`config.mk`:
```
export PLATFORM = sky130hd
export DESIGN_NAME = rggen_indirect_access_controller
export DESIGN_NICKNAME = d
export VERILOG_FILES = /design/src/rtl/rggen_indirect_access_controller.sv
export SDC_FILE = /design/constraint.sdc
export NUM_CORES = 1
export LEC_CHECK = 0
export CORE_MARGIN = 2
export CORE_UTILIZATION = 48
export DETAILED_ROUTE_END_ITERATION = 10
export PLACE_DENSITY_LB_ADDON = 0.08
export SLEW_MARGIN = 20
export SYNTH_ARGS = -nofsm -noshare
export SYNTH_HDL_FRONTEND = slang
export SYNTH_SLANG_ARGS = --single-unit
```
`constraint.sdc`:
```
create_clock -name i_clk -period 4.52 [get_ports i_clk]
set_input_delay 0.904 -clock i_clk [delete_from_list [all_inputs] [get_ports i_clk]]
set_output_delay 0.904 -clock i_clk [all_outputs]
set_load 0.01 [all_outputs]
```
`src/rtl/rggen_indirect_access_controller.sv`:
```
// Indirect register access sequencer: turns one index+read/write request into
// an index-register write followed by a data-register access on the register
// bus. The last successfully written index is cached so a repeat skips the
// index write.
//
// state    | meaning
// ---------+-----------------------------------------------------------
// IDLE     | ready for a request; latch it and pick INDEX or DATA
// INDEX    | writing the index value to INDEX_ADDRESS
// DATA     | read or write at DATA_ADDRESS using the latched request
// RESPONSE | holding the response until the requester takes it
module rggen_indirect_access_controller #(
   parameter int                       ADDRESS_WIDTH = 8,
   parameter int                       BUS_WIDTH     = 32,
   parameter int                       INDEX_WIDTH   = 8,
   parameter logic [ADDRESS_WIDTH-1:0] INDEX_ADDRESS = 'h00,
   parameter logic [ADDRESS_WIDTH-1:0] DATA_ADDRESS  = 'h04,
   parameter bit                       INDEX_CACHE   = 1'b1
) (
   input  logic                       i_clk,
   input  logic                       i_rst,
   input  logic                       i_req_valid,
   output logic                       o_req_ready,
   input  logic [INDEX_WIDTH-1:0]     i_req_index,
   input  logic                       i_req_write,
   input  logic [BUS_WIDTH-1:0]       i_req_write_data,
   input  logic [BUS_WIDTH/8-1:0]     i_req_strobe,
   output logic                       o_rsp_valid,
   input  logic                       i_rsp_ready,
   output logic [BUS_WIDTH-1:0]       o_rsp_read_data,
   output logic [1:0]                 o_rsp_status,
   input  logic                       i_cache_clear,
   output logic                       o_bus_valid,
   input  logic                       i_bus_ready,
   output logic [ADDRESS_WIDTH-1:0]   o_bus_address,
   output logic                       o_bus_write,
   output logic [BUS_WIDTH-1:0]       o_bus_write_data,
   output logic [BUS_WIDTH/8-1:0]     o_bus_strobe,
   input  logic [BUS_WIDTH-1:0]       i_bus_read_data,
   input  logic [1:0]                 i_bus_status
);

   localparam int STRB_W = BUS_WIDTH / 8;

   typedef enum logic [1:0] {
      IDLE     = 2'd0,
      INDEX    = 2'd1,
      DATA     = 2'd2,
      RESPONSE = 2'd3
   } state_t;

   state_t                   r_state, w_state_next;
   logic [INDEX_WIDTH-1:0]   r_req_index, w_req_index_next;
   logic                     r_req_write, w_req_write_next;
   logic [BUS_WIDTH-1:0]     r_req_wdata, w_req_wdata_next;
   logic [STRB_W-1:0]        r_req_strobe, w_req_strobe_next;
   logic                     r_cache_valid, w_cache_valid_next;
   logic [INDEX_WIDTH-1:0]   r_cache_index, w_cache_index_next;
   logic                     r_req_ready, w_req_ready_next;
   logic                     r_rsp_valid, w_rsp_valid_next;
   logic [BUS_WIDTH-1:0]     r_rsp_data, w_rsp_data_next;
   logic [1:0]               r_rsp_status, w_rsp_status_next;
   logic                     r_bus_valid, w_bus_valid_next;
   logic [ADDRESS_WIDTH-1:0] r_bus_address, w_bus_address_next;
   logic                     r_bus_write, w_bus_write_next;
   logic [BUS_WIDTH-1:0]     r_bus_wdata, w_bus_wdata_next;
   logic [STRB_W-1:0]        r_bus_strobe, w_bus_strobe_next;
   logic [BUS_WIDTH-1:0]     w_index_ext;
   logic                     w_hit;

   assign w_hit = INDEX_CACHE && r_cache_valid && (i_req_index == r_cache_index);

   // Next state, request latch, cache and response capture; bus and handshake
   // outputs are derived from the next state so they can be registered.
   always_comb begin
      w_state_next       = r_state;
      w_req_index_next   = r_req_index;
      w_req_write_next   = r_req_write;
      w_req_wdata_next   = r_req_wdata;
      w_req_strobe_next  = r_req_strobe;
      w_cache_valid_next = r_cache_valid;
      w_cache_index_next = r_cache_index;
      w_rsp_data_next    = r_rsp_data;
      w_rsp_status_next  = r_rsp_status;

      case (r_state)
         IDLE: begin
            if (i_req_valid) begin
               w_req_index_next  = i_req_index;
               w_req_write_next  = i_req_write;
               w_req_wdata_next  = i_req_write_data;
               w_req_strobe_next = i_req_strobe;
               w_state_next      = w_hit ? DATA : INDEX;
            end
         end
         INDEX: begin
            if (i_bus_ready) begin
               if (!i_bus_status[1]) begin
                  w_cache_index_next = r_req_index;
                  w_cache_valid_next = INDEX_CACHE;
                  w_state_next       = DATA;
               end else begin
                  w_cache_valid_next = 1'b0;
                  w_rsp_status_next  = i_bus_status;
                  w_rsp_data_next    = '0;
                  w_state_next       = RESPONSE;
               end
            end
         end
         DATA: begin
            if (i_bus_ready) begin
               w_rsp_status_next = i_bus_status;
               w_rsp_data_next   = r_req_write ? '0 : i_bus_read_data;
               w_state_next      = RESPONSE;
            end
         end
         RESPONSE: begin
            if (i_rsp_ready) w_state_next = IDLE;
         end
         default: w_state_next = IDLE;
      endcase

      // A clear that lands together with a successful index write still wins.
      if (i_cache_clear) w_cache_valid_next = 1'b0;

      w_index_ext                  = '0;
      w_index_ext[INDEX_WIDTH-1:0] = w_req_index_next;

      w_req_ready_next   = (w_state_next == IDLE);
      w_rsp_valid_next   = (w_state_next == RESPONSE);
      w_bus_valid_next   = 1'b0;
      w_bus_address_next = '0;
      w_bus_write_next   = 1'b0;
      w_bus_wdata_next   = '0;
      w_bus_strobe_next  = '0;
      if (w_state_next == INDEX) begin
         w_bus_valid_next   = 1'b1;
         w_bus_address_next = INDEX_ADDRESS;
         w_bus_write_next   = 1'b1;
         w_bus_wdata_next   = w_index_ext;
         w_bus_strobe_next  = '1;
      end else if (w_state_next == DATA) begin
         w_bus_valid_next   = 1'b1;
         w_bus_address_next = DATA_ADDRESS;
         w_bus_write_next   = w_req_write_next;
         w_bus_wdata_next   = w_req_wdata_next;
         w_bus_strobe_next  = w_req_strobe_next;
      end
   end

   // State, request, cache and registered outputs.
   always_ff @(posedge i_clk) begin
      if (i_rst) begin
         r_state       <= IDLE;
         r_req_index   <= '0;
         r_req_write   <= 1'b0;
         r_req_wdata   <= '0;
         r_req_strobe  <= '0;
         r_cache_valid <= 1'b0;
         r_cache_index <= '0;
         r_req_ready   <= 1'b1;
         r_rsp_valid   <= 1'b0;
         r_rsp_data    <= '0;
         r_rsp_status  <= '0;
         r_bus_valid   <= 1'b0;
         r_bus_address <= '0;
         r_bus_write   <= 1'b0;
         r_bus_wdata   <= '0;
         r_bus_strobe  <= '0;
      end else begin
         r_state       <= w_state_next;
         r_req_index   <= w_req_index_next;
         r_req_write   <= w_req_write_next;
         r_req_wdata   <= w_req_wdata_next;
         r_req_strobe  <= w_req_strobe_next;
         r_cache_valid <= w_cache_valid_next;
         r_cache_index <= w_cache_index_next;
         r_req_ready   <= w_req_ready_next;
         r_rsp_valid   <= w_rsp_valid_next;
         r_rsp_data    <= w_rsp_data_next;
         r_rsp_status  <= w_rsp_status_next;
         r_bus_valid   <= w_bus_valid_next;
         r_bus_address <= w_bus_address_next;
         r_bus_write   <= w_bus_write_next;
         r_bus_wdata   <= w_bus_wdata_next;
         r_bus_strobe  <= w_bus_strobe_next;
      end
   end

   assign o_req_ready      = r_req_ready;
   assign o_rsp_valid      = r_rsp_valid;
   assign o_rsp_read_data  = r_rsp_data;
   assign o_rsp_status     = r_rsp_status;
   assign o_bus_valid      = r_bus_valid;
   assign o_bus_address    = r_bus_address;
   assign o_bus_write      = r_bus_write;
   assign o_bus_write_data = r_bus_wdata;
   assign o_bus_strobe     = r_bus_strobe;

endmodule

```
* Yosys cells after proc, flatten, opt, wreduce, memory -nomap -nowiden
Index checks and enable logic that the tools add are counted.
** Word-level totals
- Bits in registers :: 138
- Bits of input ports :: 85
- Output and inout bits :: 82
- Word-level logic and storage cells :: 73
** Cells by class
- Equality and inequality tests :: 10
- Multiplexer cells :: 34
- Bitwise operators :: 2
- Reduce and logical (&&, ||, !) cells :: 10
** Operators with widths (count)
- $mux 32 :: 6
- $pmux 32 s2 :: 1
- $mux 8 :: 4
- $mux 2 :: 8
- $mux 4 :: 4
- $eq 2x2->1 const B :: 4
- $eq 8x8->1 :: 1
- $mux 1 :: 8
- $pmux 2 s4 :: 1
- $ne 2x2->1 const B :: 3
- $eq 2x1->1 const B :: 2
- $logic_not 2->1 :: 2
- $pmux 2 s2 :: 1
- $reduce_and 4->1 :: 1
- $reduce_or 2->1 :: 2
- $mux 3 :: 1
- $reduce_and 3->1 :: 1
- $reduce_or 3->1 :: 1
- $not 1->1 :: 2
- $reduce_and 2->1 :: 1
- $reduce_bool 2->1 :: 1
- $logic_and 1x1->1 :: 1

* Depth between registers and ports, before layout
Gate-level depths: netlist (run 1).
- Word-level depth :: 8
- Depth in mapped cells :: 12
- Depth with buffers taken out :: 8

* Worst setup path before layout (run 1)
No wires, ideal clock.
- Path kind :: input port to flip-flop
- Start :: input port i_bus_ready
- End :: register r_bus_wdata[0] (netlist: o_bus_write_data[0])
- Library setup time :: 0.070 ns
- Arrival :: 2.820 ns
- Data required time :: 4.450 ns
- Setup slack :: 1.630 ns
- Cell stages on the path :: 11
- Buffers on the path :: 3
- Cells stage by stage :: clkbuf_2 nor3b_1 a311oi_1 nor4_1 nor2_1 ha_1 clkbuf_1 nor2b_1 nand2b_1 clkbuf_1 o2bb2ai_1
** On the way
- Word-level cells in the longest chain between the ends :: 5
- Elaborated cells between the ends (all ways) :: 7
- Those cells by class :: eq/ne (2); mux (5)
** Ends and longest elaborated chain
- start: declaration :: RTL line 34 : input logic i_bus_ready,
- $mux 2, on equally long branches :: RTL line 111, 97
- $pmux 2 s4 * :: RTL line 86 : case (r_state)
- net w_state_next[0] :: RTL line 52 : state_t r_state, w_state_next;
- $eq 2x2->1 :: RTL line 142 : end else if (w_state_next == DATA) begin
- $mux 8 :: RTL line 142
- $mux 8 * :: RTL line 136 : if (w_state_next == INDEX) begin
- end signal: assignment :: RTL line 185 : r_bus_wdata <= w_bus_wdata_next;
- end: declaration :: RTL line 66 : logic [BUS_WIDTH-1:0] r_bus_wdata, w_bus_wdata_next;
The timed path passes the listed nets; every way through them passes the cells marked *.
A chain may end at the register's enable or synchronous reset.

* Worst setup path in the final report (run 1)
- Start :: input port i_bus_ready
- End :: register r_bus_wdata[7] (netlist: o_bus_write_data[7])
Same word-level chain as after synthesis.

==> impl_metrics.py, run 1 <==
metrics = {
    "setup_path": {
        "worstSetupPathType": "input port to flop",
        "cp-end-kind": "flop",
        "cp_max_fo": 25,
        "crit_required_ns": 4.95,
        "r2r_cells": 9,
        "start_kind": "input port",
        "cp.arrival_ns": 3.81,
    },
    "timing": {
        "skew_ns": 0.0107,
        "max-slew-margin-rel_pct": 46.9,
        "final-max-slew-violation-count": 0,
        "fmax_mhz": 296,
        "period_minus_slack_ns": 3.38,
        "hold_ws_ns": 0.461,
        "hold_viol": 0,
        "tightestPinTransition_ns": 0.796,
        "setup_viol": 0,
        "finalCritPeriodShare_pct": 74.8,
        "rsz0062_at_grt": "false",
        "finalSetupTns_ns": 0,
    },
    "die": {
        "die_y_um": 103,
        "die_w_um": 103,
        "fp.coreArea_um2": 9640,
        "rows": 36,
        "die_area_um2": 10600,
        "initial_core_util_pct": 48.7,
        "ios": 167,
    },
    "run": {
        "cap_violations": 0,
    },
    "clocking": {
        "cts_tree": "built",
        "cts_hold_buf": 0,
        "clk_pin_slew_ns": 0.06,
        "htreeDepth": 4,
        "cts_resized": 0,
        "cts_max_path_buffers": 2,
        "worstSkewPairLatency_ns": 0.51,
        "cts_root_buffer": "clkbuf_8",
        "clock-sinks": 131,
        "postCtsSetupRepairBufs": 0,
        "cts_buffers": 17,
    },
    "power_and_ir_drop": {
        "peakVddDrop_mv": 0.238,
        "switching_share_pct": 22.7,
        "p_comb_share_pct": 11.1,
        "power.density_nw_per_um2": 445,
        "seqPwrFrac_pct": 40.3,
        "p_int_mw": 2.37,
        "pwr-share-clk_pct": 48.7,
        "p_leak_nw": 2.67,
        "p_sw_uw": 695,
    },
    "logic_synthesis": {
        "syn_area_um2": 4690,
        "synth_edf_count": 0,
        "yosys_most_used_dff": "dfxtp_1",
        "ys_types": 39,
        "syn_inst": 438,
        "seq_area_frac_synth_pct": 55.9,
        "synth-seq-cells": 131,
        "avgSynthCellArea_um2": 10.7,
        "yosysWarnings": 0,
        "async_reset_ff_share_pct": 0,
    },
    "detailed_routing": {
        "via_count": 3549,
        "viasPerCell": 4.83,
        "drt-wirelength-per-cell_um": 14.3,
        "route.detailed.drc": 0,
        "finalWirelength_um": 10500,
        "postRouteAntennaNets": 0,
        "drt_pre_antenna_iters": 5,
        "dr.first_iter.drc_count": 115,
    },
    "cells_and_area": {
        "most-common-layout-cells": "clkdlybuf4s50_1, dfxtp_1, nor2_1, mux2i_1, a22oi_1",
        "layout-drive-gt1-share_pct": 12.3,
        "fillers": 775,
        "layout_commonest_cell": "clkdlybuf4s50_1",
        "syn_to_final_growth_pct": 46.9,
        "nNetsFinal": 678,
        "final_cells": 735,
        "insertedDiodeCount": 0,
    },
    "grt": {
        "grt_max_degree": 66,
        "grt_pass1_vias": 3480,
        "grt_pass1_wl_um": 16000,
        "antenna_found_initial": 0,
        "grt_util_all_layers_pct": 19.5,
        "grt_overflow": 0,
    },
    "outcome": {
        "status": "completed",
    },
    "placement": {
        "dpl.cell_count": 703,
        "hpwl_um": 7140,
        "port_buffers": 159,
        "globalplace.congestion": 0.718,
    },
    "worst_hold_path": {
        "hp-class": "flop to flop",
        "hold_depth": 2,
    },
}
-- metrics by stage --
step           instance area [um^2]  worst slack [ns]  util, %  power, mW
2_1_floorplan                  4710              1.63        -       1.46
3_3_place_gp                   6240             0.882     64.7       1.59
3_5_place_dp                   6240             0.668     64.7       1.60
4_1_cts                        6890              1.19     71.5       3.10
5_1_grt                        6890             0.939     71.5       3.18
6_report                       6890              1.14     71.5       3.07
-- layer usage --
layer	GRT usage (%)	wire length [um]
met1	23.1	4550
met2	32.2	5090
met3	7.66	708
met4	7.19	175
met5	0	0
-- worst paths after layout --
check	start	to	slack, ns
worst min register to register	r_req_index[7]	r_cache_index[7]	0.46
worst max register to register	r_state[1]	o_bus_write_data[7]	1.75
worst min-delay path	r_req_index[7]	r_cache_index[7]	0.46
worst max-delay path	i_bus_ready	o_bus_write_data[7]	1.14
-- worst max-delay path: stages --
cell and delay, ns:
clkdlybuf4s50_1 0.62, nor3b_1 0.27, a311oi_1 0.10, nor4_1 0.52, nor2_1 0.16, ha_1 0.36
nor2b_1 0.15, buf_4 0.24, nand2b_1 0.25, o2bb2ai_1 0.21
-- state kept, by name, summed over array words and instances (netlist names), 2 cells and up --
name and flops:
o_bus_write_data 32, o_rsp_read_data 32, r_req_wdata 32, r_cache_index 8
r_req_index 8, o_bus_strobe 4, r_req_strobe 4, o_rsp_status 2
r_state 2
-- cell usage after synthesis, types with 2 or more instances --
cell type	count	area [um^2]
a21o_1	5	37.5
a21oi_1	12	60.1
a22oi_1	32	240
and2_1	25	156
and3b_1	3	26.3
buf_1	2	7.51
buf_12	4	80.1
buf_2	7	35.0
buf_4	10	75.1
buf_6	2	22.5
clkbuf_1	10	37.5
clkbuf_2	2	10.0
dfxtp_1	131	2620
ha_1	4	50.1
mux2i_1	46	460
nand2_1	20	75.1
nand2b_1	2	12.5
nor2_1	51	191
nor2_2	31	194
nor2b_1	3	18.8
nor3_1	2	10.0
o2bb2ai_1	8	70.1
or2_2	3	18.8
xnor2_1	8	70.1
-- area by class of cell --
type	instances	area [um^2]	share of cell area, %
flip-flops and latches	131	2620	38.1
multi-input cells	275	1830	26.5
repair buffers	163	1620	23.5
clock buffers	19	432	6.26
clock inverters	13	221	3.21
well taps	133	166	2.42
inverters	1	3.75	0.0545
-- power by group through the flow --
stage	logic [mW]	registers, mW	clock network (mW)
2_1_floorplan	0.195	1.27	0
3_3_place_gp	0.336	1.26	0
3_5_place_dp	0.343	1.26	0
4_1_cts	0.344	1.24	1.52
5_1_grt	0.369	1.24	1.57
6_report	0.339	1.24	1.49
-- cell families (layout without fill, tap and decap cells) --
group                      after synthesis  after routing  share of synthesized area, %
AOI/OAI and AO/OA                       62             62                          9.53
muxes                                   46             46                          9.82
and+or+nand+nor                        148            148                          16.3
DFF                                    131            131                          55.9
xor gates and xnor gates                 8              8                          1.49
buffers and inverters                   38            196                          5.79
adders and majority gates                4              4                          1.07
other                                    1              7                        0.0800
No activity file was read; power rests on OpenSTA's default activity.
==> run 2, diff against run 1 <==
- CORE_UTILIZATION: 48 -> 45
- clock period: 4.52 -> 3.3 ns (I/O delays scaled with it)
==> run 2 against run 1 <==
Net effect:
- wire length is 1.1% lower
- global-route usage decreased by 0.45 points
- largest power group unchanged
- worst setup slack lost 0.54 ns
- core utilization shrank 4.3 points
==> impl_metrics.py, run 2 (synthesized netlist as in run 1, its figures left out) <==
metrics = {
    "placement": {
        "globalplace.congestion": 0.780,
        "port_buffers": 159,
        "dpl.cell_count": 710,
        "hpwl_um": 6910,
        "place_ws_ns": 0.115,
    },
    "power_and_ir_drop": {
        "total_power_mw": 4.06,
        "power.density_nw_per_um2": 590,
        "peakVddDrop_mv": 0.403,
        "p_leak_nw": 2.66,
    },
    "setup_path": {
        "path_cells": "clkdlybuf4s50_1, nor3b_1, a311oi_1, nor4_1, nor2_1, ha_1, nor2b_1, nand2b_1, o2bb2ai_1",
        "r2r_cells": 8,
        "crit_required_ns": 3.73,
        "cp.arrival_ns": 3.14,
        "max_stage_delay_ns": 0.61,
        "cp-end-kind": "flop",
        "cp_max_fo": 9,
        "rrSetupSlack_ns": 0.91,
        "worstSetupPathType": "input port to flop",
        "start_kind": "input port",
        "slowest_stage": "clkdlybuf4s50_1",
    },
    "clocking": {
        "clk_pin_slew_ns": 0.06,
        "postCtsSetupRepairBufs": 0,
        "worstSkewPairLatency_ns": 0.50,
        "htreeDepth": 4,
        "cts_root_buffer": "clkbuf_8",
        "cts_tree": "built",
        "cts_max_path_buffers": 2,
        "clock-sinks": 131,
        "cts_resized": 0,
        "cts_buffers": 17,
        "cts_hold_buf": 0,
    },
    "die": {
        "rows": 37,
        "fp.coreArea_um2": 10200,
        "ios": 167,
        "die_w_um": 106,
        "die_y_um": 106,
        "die_area_um2": 11300,
        "initial_core_util_pct": 45.8,
    },
    "timing": {
        "finalCritPeriodShare_pct": 82.0,
        "rsz0062_at_grt": "false",
        "skew_ns": 0.0161,
        "final-max-slew-violation-count": 0,
        "setup_viol": 0,
        "fmax_mhz": 370,
        "max-slew-margin-rel_pct": 45.1,
        "period_minus_slack_ns": 2.70,
        "fin_ws_ns": 0.596,
        "tightestPinTransition_ns": 0.824,
        "hold_viol": 0,
        "finalSetupTns_ns": 0,
    },
    "detailed_routing": {
        "dr.first_iter.drc_count": 154,
        "viasPerCell": 4.74,
        "drt-wirelength-per-cell_um": 14.0,
        "drt_pre_antenna_iters": 5,
        "via_count": 3517,
        "finalWirelength_um": 10400,
        "route.detailed.drc": 0,
        "postRouteAntennaNets": 0,
    },
    "worst_hold_path": {
        "hold_depth": 2,
        "hp-class": "flop to flop",
    },
    "cells_and_area": {
        "layout-drive-gt1-share_pct": 12.7,
        "insertedDiodeCount": 0,
        "syn_to_final_growth_pct": 46.7,
        "final_cells": 742,
        "nNetsFinal": 682,
        "most-common-layout-cells": "clkdlybuf4s50_1, dfxtp_1, nor2_1, mux2i_1, a22oi_1",
        "fin_util_pct": 67.2,
        "layout_commonest_cell": "clkdlybuf4s50_1",
    },
    "grt": {
        "grtUsageMet1_pct": 23.0,
        "grt_pass1_wl_um": 17100,
        "grt_max_degree": 67,
        "use_met2_pct": 30.9,
        "grt_util_all_layers_pct": 19.1,
        "grt_overflow": 0,
        "grt_pass1_vias": 3580,
        "use_met3_pct": 8.28,
        "antenna_found_initial": 0,
        "busiest_layer": "met2",
    },
    "run": {
        "cap_violations": 0,
    },
    "outcome": {
        "status": "completed",
    },
}
run 2: changes by cell type in the layout (fill, tap and decap cells not counted):
cell and delta:
and3b_2 -1, clkinv_4 +1, and3b_1 +1, buf_4 +4
clkinvlp_4 +2, bufinv_16 -2, inv_6 -1
run 2: worst paths after layout:
check,start,to
setup / recovery,i_bus_ready,o_bus_write_data[4]
hold / removal,r_req_index[2],r_cache_index[2]
setup reg to reg,r_state[1],o_bus_write_data[4]
hold reg to reg,r_req_index[2],r_cache_index[2]
run 2: power by group:
group          leakage (nW)  switching, mW  internal, mW
clock network         0.287          0.707          1.19
logic                  1.31          0.218         0.254
registers              1.07         0.0306          1.66
total                  2.66          0.956          3.10
run 2: layer usage:
metal / part of all wire [%] / vias to the layer above
li1: - / 1781
met1: 45 / 1613
met2: 47 / 117
met3: 8.1 / 6
met4: 0.71 / 0
met5: 0 / -
run 2: through the flow:
stage / area [um^2] / hold slack [ns]
floorplan: 4710 / 0.431
global placement: 6270 / 0.436
detailed placement: 6270 / 0.444
CTS: 6880 / 0.456
global route: 6880 / 0.479
finish: 6880 / 0.449
run 2: area by class of cell:
class	instances	area (um^2)
clock inverter	13	176
fill	825	3350
clock buffer	19	432
tap	136	170
timing repair buffer	167	1650
multi-input combinational	275	1820
inverter	1	3.75
sequential	131	2620
run 2: critical path: cells and delay by family:
family                   cells  cell delay, ns
AND/OR/NAND/NOR              5            1.28
AO/OA/AOI/OAI                2            0.33
buffers and inverters        1            0.61
adder cells (fa/ha/maj)      1            0.24
